`src/rtl/regfile_arbiter.sv`:
```
// Round-robin arbiter/sequencer sharing one register file between requesters A and B.
// Supports locked bursts up to MAX_BURST beats and returns registered read data.
module regfile_arbiter #(
    parameter int ADDR_W    = 8,
    parameter int DATA_W    = 8,
    parameter int MAX_BURST = 4
) (
    input  logic              clk,
    input  logic              rst_n,
    input  logic              a_req,
    input  logic              a_wr,
    input  logic              a_lock,
    input  logic [ADDR_W-1:0] a_addr,
    input  logic [DATA_W-1:0] a_wdata,
    output logic              a_gnt,
    output logic              a_rvalid,
    output logic [DATA_W-1:0] a_rdata,
    input  logic              b_req,
    input  logic              b_wr,
    input  logic              b_lock,
    input  logic [ADDR_W-1:0] b_addr,
    input  logic [DATA_W-1:0] b_wdata,
    output logic              b_gnt,
    output logic              b_rvalid,
    output logic [DATA_W-1:0] b_rdata,
    output logic              rf_r_en,
    output logic [ADDR_W-1:0] rf_r_addr,
    input  logic [DATA_W-1:0] rf_r_data,
    output logic              rf_w_en,
    output logic [ADDR_W-1:0] rf_w_addr,
    output logic [DATA_W-1:0] rf_w_data
);
    localparam int CNT_W = $clog2(MAX_BURST) + 1;
    localparam logic [CNT_W-1:0] MAX_B = CNT_W'(MAX_BURST);

    typedef enum logic [1:0] {IDLE, OWN_A, OWN_B} state_t;

    state_t           state, state_nxt;
    logic             last_b, last_b_nxt;
    logic [CNT_W-1:0] cnt, cnt_nxt;
    logic [CNT_W-1:0] beats;

    // State register
    always_ff @(posedge clk or negedge rst_n) begin
        if (!rst_n) begin
            state  <= IDLE;
            last_b <= 1'b1;
            cnt    <= '0;
        end else begin
            state  <= state_nxt;
            last_b <= last_b_nxt;
            cnt    <= cnt_nxt;
        end
    end

    // Grant: an owner that dropped Req falls through to the idle tie-break
    always_comb begin
        a_gnt = 1'b0;
        b_gnt = 1'b0;
        if (state == OWN_A && a_req)       a_gnt = 1'b1;
        else if (state == OWN_B && b_req)  b_gnt = 1'b1;
        else if (a_req && (!b_req || last_b)) a_gnt = 1'b1;
        else if (b_req)                    b_gnt = 1'b1;
        if (!rst_n) begin
            a_gnt = 1'b0;
            b_gnt = 1'b0;
        end
    end

    // Next state: beat count includes the grant happening this cycle
    always_comb begin
        state_nxt  = IDLE;
        cnt_nxt    = '0;
        last_b_nxt = last_b;
        beats      = CNT_W'(1);
        if (a_gnt) begin
            last_b_nxt = 1'b0;
            if (state == OWN_A) beats = cnt + CNT_W'(1);
            if (a_lock && beats < MAX_B) begin
                state_nxt = OWN_A;
                cnt_nxt   = beats;
            end
        end else if (b_gnt) begin
            last_b_nxt = 1'b1;
            if (state == OWN_B) beats = cnt + CNT_W'(1);
            if (b_lock && beats < MAX_B) begin
                state_nxt = OWN_B;
                cnt_nxt   = beats;
            end
        end
    end

    // Register-file port steering
    always_comb begin
        rf_r_en   = 1'b0;
        rf_r_addr = '0;
        rf_w_en   = 1'b0;
        rf_w_addr = '0;
        rf_w_data = '0;
        if (a_gnt) begin
            if (a_wr) begin
                rf_w_en   = 1'b1;
                rf_w_addr = a_addr;
                rf_w_data = a_wdata;
            end else begin
                rf_r_en   = 1'b1;
                rf_r_addr = a_addr;
            end
        end else if (b_gnt) begin
            if (b_wr) begin
                rf_w_en   = 1'b1;
                rf_w_addr = b_addr;
                rf_w_data = b_wdata;
            end else begin
                rf_r_en   = 1'b1;
                rf_r_addr = b_addr;
            end
        end
    end

    // Read return: data held until the next read for the same requester
    always_ff @(posedge clk or negedge rst_n) begin
        if (!rst_n) begin
            a_rvalid <= 1'b0;
            a_rdata  <= '0;
            b_rvalid <= 1'b0;
            b_rdata  <= '0;
        end else begin
            a_rvalid <= a_gnt && !a_wr;
            b_rvalid <= b_gnt && !b_wr;
            if (a_gnt && !a_wr) a_rdata <= rf_r_data;
            if (b_gnt && !b_wr) b_rdata <= rf_r_data;
        end
    end
endmodule

```
`config.mk`:
```
export PLATFORM = sky130hd
export DESIGN_NAME = regfile_arbiter
export DESIGN_NICKNAME = d
export VERILOG_FILES = /design/src/rtl/regfile_arbiter.sv
export SDC_FILE = /design/constraint.sdc
export NUM_CORES = 1
export LEC_CHECK = 0
export CAP_MARGIN = 20
export CELL_PAD_IN_SITES_DETAIL_PLACEMENT = 2
export CELL_PAD_IN_SITES_GLOBAL_PLACEMENT = 2
export CORE_ASPECT_RATIO = 0.6
export CORE_MARGIN = 5
export CORE_UTILIZATION = 35
export DETAILED_ROUTE_END_ITERATION = 8
export DONT_BUFFER_PORTS = 1
export GPL_ROUTABILITY_DRIVEN = 0
export HOLD_SLACK_MARGIN = 0.05
export MAX_ROUTING_LAYER = met4
export PLACE_DENSITY = 0.84
export SYNTH_ARGS = -nofsm -noshare
export SYNTH_HDL_FRONTEND = slang
export SYNTH_SLANG_ARGS = --single-unit
```
`constraint.sdc`:
```
create_clock -name clk -period 2.45 [get_ports clk]
set_input_delay 0.3675 -clock clk [delete_from_list [all_inputs] [get_ports clk]]
set_output_delay 0.3675 -clock clk [all_outputs]
set_load 0.02 [all_outputs]
```
### Word-level counts from Yosys, hierarchy flattened

Cells that the tools add are included.

* add/subtract/negate cells: 1
* magnitude comparators: 2
* equal/unequal tests: 2
* mux-type cells: 44
* reductions and logical operators: 12

Operators by type and width (count)
* $mux W8: 12
* $mux W3: 9
* $mux W1: 20
* $logic_and A1 B1 Y1: 7
* $lt A3 B3 Y1 const B: 2
* $mux W2: 3
* $add A3 B1 Y3 const B: 1
* $logic_not A1 Y1: 3
* $eq A2 B1 Y1 const B: 1
* $eq A2 B2 Y1 const B: 1
* $reduce_bool A2 Y1: 1
* $logic_or A1 B1 Y1: 1

* register bits: 24
* input port bits: 48
* output and inout port bits: 46
* logic and storage cells: 68

### Longest topological paths before layout

* word-level depth: 14
* gate-level depth with buffers: 4
* depth with buffers taken out: 4

### Least setup slack after synthesis

OpenSTA, ideal clock, no wires.

* path kind: reg-to-output
* from: register last_b
* to: output port rf_r_addr[0]
* arrival time: 1.658 ns
* path slack: 0.425 ns
* cell stages (with the launch flop): 5
* cells stage by stage: dfstp_2 > o21bai_1 > a311oi_4 > buf_4 > a22o_1

* longest elaborated chain between the ends: 8

Ends and longest elaborated chain
* start, declared: line 39 `logic last_b, last_b_nxt;`
* start signal, assigned: line 51 `last_b <= last_b_nxt;`
* $logic_or A1 B1 Y1 (*): line 62 `else if (a_req && (!b_req || last_b)) a_gnt = 1'b1;`
* $logic_and A1 B1 Y1 (*): line 62
* $mux W1: line 62
* $mux W1: line 61 `else if (state == OWN_B && b_req) b_gnt = 1'b1;`
* $mux W1: line 60 `if (state == OWN_A && a_req) a_gnt = 1'b1;`
* $mux W1: line 64 `if (!rst_n) begin`
* $mux W8: line 109 `end else if (b_gnt) begin`
* $mux W8 (*): line 100 `if (a_gnt) begin`
* end, declared: line 27 `output logic [ADDR_W-1:0] rf_r_addr,`

Mark *: on every way between the ends. The rest lies on a longest branch, timed or not.

### Final worst setup path

* from: register last_b
* to: output port rf_r_addr[2]

Same word-level chain as after synthesis.

==> results_dict.tcl <==
set metrics [dict create \
    crit_path_max_fanout 18 \
    synthCells 102 \
    fin_crit_ps 2281 \
    min_period_over_period_pct 93.12 \
    vias_per_cell 6.146 \
    ff2ff_path_depth 4 \
    worst_setup_path_start_kind "register" \
    synth_cell_type_count 27 \
    syn_area_per_cell_um2 12.76 \
    num_io_pins 94 \
    die_h_um 57.23 \
    reg2reg_slack_ps 630 \
    synth_area_leader_cell "dfrtp_1" \
    die_width_um 88.72 \
    ant_nets 0 \
    post_dp_cell_area_um2 1375 \
    setup_viol_count_final 0 \
    synth.top_cell.area_share_pct 44.23 \
    crit_path_end_kind "primary output" \
    ir_drop_uv 306.9 \
    fin_nets 160 \
    fin_setup_tns_ps 0 \
    io_buffer_count 0 \
    yosys_warnings 0 \
    cpLargestDelayFamily "compound AO/OA/AOI/OAI gates" \
    cts_root_buf "clkbuf_8" \
    antenna_found_initial 0 \
    yosys-top-cells-count "a22o_1 (25), dfrtp_1 (23), mux2_2 (15)" \
    hold_path_class "in -> reg" \
    grt_max_degree 25 \
    powerDensity_nw_per_um2 756.6 \
    final_area_um2 1465 \
    leakage_uw 0.0006216 \
    wire_per_inst_um 23.96 \
    synth_top_cells_by_area "dfrtp_1 (44%), a22o_1 (17%), mux2_2 (13%)" \
    start_util_pct 35.99 \
    rsz0062_at_grt "false" \
    grt_use_total_pct 14.87 \
    drt_iter0_drc 13 \
    grt_remaining_overflow 0 \
    hold_depth 1 \
    antenna_cells 0 \
    synthArstFlopShare_pct 100.0 \
    dp_hpwl_um 3038 \
    cts.clk_slew.worst_paths_ps 90 \
    cts_buffers 3 \
    cp.arrival_ps 1910 \
    status "finished, final reports clean" \
    slew_viol_final 0 \
    routed_wl_um 3761 \
    r2r-end "a_rdata[3]$_DFFE_PN0P_" \
    slowest_stage "dfstp_2" \
    syn-num-nets 151 \
    final_layout_size_suffix_gt1_share_pct 31.82 \
    hp-start "rf_r_data[6]" \
    r2r-start "last_b$_DFFE_PN1P_" \
    die_area_um2 5077 \
    grt_pass1_vias 1096 \
    synthesis.area_um2 1301 \
    core_um2 3616 \
    drt_first_pass_iters 4 \
    cp_slowest_stage_delay_ps 580 \
    worstHoldEndpoint "a_rdata[6]$_DFFE_PN0P_" \
    post_cts_buffers 0 \
    fin_util_pct 40.52 \
    worstPathCellList "o21bai_1 > a311oi_4 > buf_4 > a22o_1" \
    cp.depth 4 \
    ys.flop_type "dfrtp_1" \
    skew_ps 2.477 \
    drv_cap 0 \
    tightest_slew_ps 665.7 \
    fmax_mhz 438.3 \
    synth_edf_count 0 \
    final-seq-area_um2 601.8 \
    pre_cts_slack_ps 449.5 \
    finalNonFillerCells 157 \
    synthMostInstantiatedCell "a22o_1" \
    clock_latency_ps 270 \
    cp.required_ps 2080 \
    cts_tree "built" \
    maxSlewHeadroom_pct 55.41 \
    num-fill-cells 373 \
    htreeDepth 1 \
    multi_input_area_um2 661.9 \
    worst-setup-path-type "reg -> out" \
    cp_num_buf_inv 1 \
    finalWorstSetupSlack_ps 168.6 \
    ys_ff_latch 24 \
    area_growth_pct 12.60 \
    hold_viol 0 \
    dr_total_vias 965 \
    clock-sinks 24 \
    clockBufferDepth 2 \
    yosysSeqAreaShare_pct 46.25 \
    remaining_drc_errors 0 \
    dp.cells 151 \
    rows 17 \
    grt_first_pass_wirelength_um 5733 \
]
-- cell usage in the layout (no fill, tap or decap), types with 2 or more instances in the layout --
cell type,instances
a31oi_1,3
nand2_1,4
a311oi_2,2
o21ai_0,2
dfrtp_1,23
a22o_1,25
inv_1,2
or2_2,2
buf_4,6
and3_1,2
nor2b_1,2
a311oi_4,2
mux2_2,15
clkbuf_8,4
-- per-layer routing --
layer | track usage (%) | wire (um) | up-vias
met1 | 16.09 | 1306 | 515
met3 | 4.762 | 289 | 2
met2 | 27.38 | 2154 | 29
li1 | - | - | 419
met5 | - | 0 | -
met4 | 1.509 | 10 | 0
-- cell families (layout without fill, tap and decap cells) --
group                    count (synthesis)  count (layout)  synth area share (%)
AO/OA/AOI/OAI                           39              39                 28.85
flip-flops                              24              24                 46.25
multiplexers                            16              16                 13.85
AND/OR/NAND/NOR                         13              13                 5.576
buffers and inverters                    6              14                 2.885
XOR/XNOR                                 2               2                 1.346
adder cells (fa/ha/maj)                  1               1                0.9614
other                                    1               1                0.2882
-- registers in the layout, indices dropped and copies added (netlist names) --
register  count
a_rdata       8
state         2
cnt           3
b_rdata       8
a_rvalid      1
last_b        1
b_rvalid      1
-- final cells by class --
type,count,share of cell area [%]
multi-input cells,72,45.17
flip-flops and latches,24,41.08
repair buffers,8,5.465
well taps,47,4.014
clock buffers,4,3.757
inverters,2,0.5124
-- worst max path at each step --
stage                                   from            to  slack [ps]
after detailed placement  last_b$_DFFE_PN1P_  rf_r_addr[2]         450
after global placement    last_b$_DFFE_PN1P_  rf_r_addr[2]         520
final                     last_b$_DFFE_PN1P_  rf_r_addr[2]         170
after CTS                 last_b$_DFFE_PN1P_  rf_r_addr[2]         140
after floorplan           last_b$_DFFE_PN1P_  rf_r_addr[0]         420
after global routing      last_b$_DFFE_PN1P_  rf_r_addr[2]          50
-- power by group --
group / leakage [uW] / total (uW) / switching [uW] / internal (uW)
combinational: 0.000299 / 213 / 114 / 99.0
sequential: 0.000294 / 624 / 149 / 476
clock: 0.0000288 / 271 / 128 / 144
-- stage by stage --
| step | total power, uW | hold WS [ps] |
|---|---|---|
| 2_1_floorplan | 784.4 | 71.91 |
| 5_1_grt | 1161 | 230.5 |
| 4_1_cts | 1123 | 237.2 |
| 6_report | 1108 | 243.3 |
| 3_3_place_gp | 818.6 | 72.56 |
| 3_5_place_dp | 839.4 | 72.73 |
-- what timing repair did --
item                      in CTS  in global routing
resized for setup              0                  0
hold endpoints to repair      24                  0
hold buffers                   1                  0
Note: power is estimated with default switching activity, not from simulation.
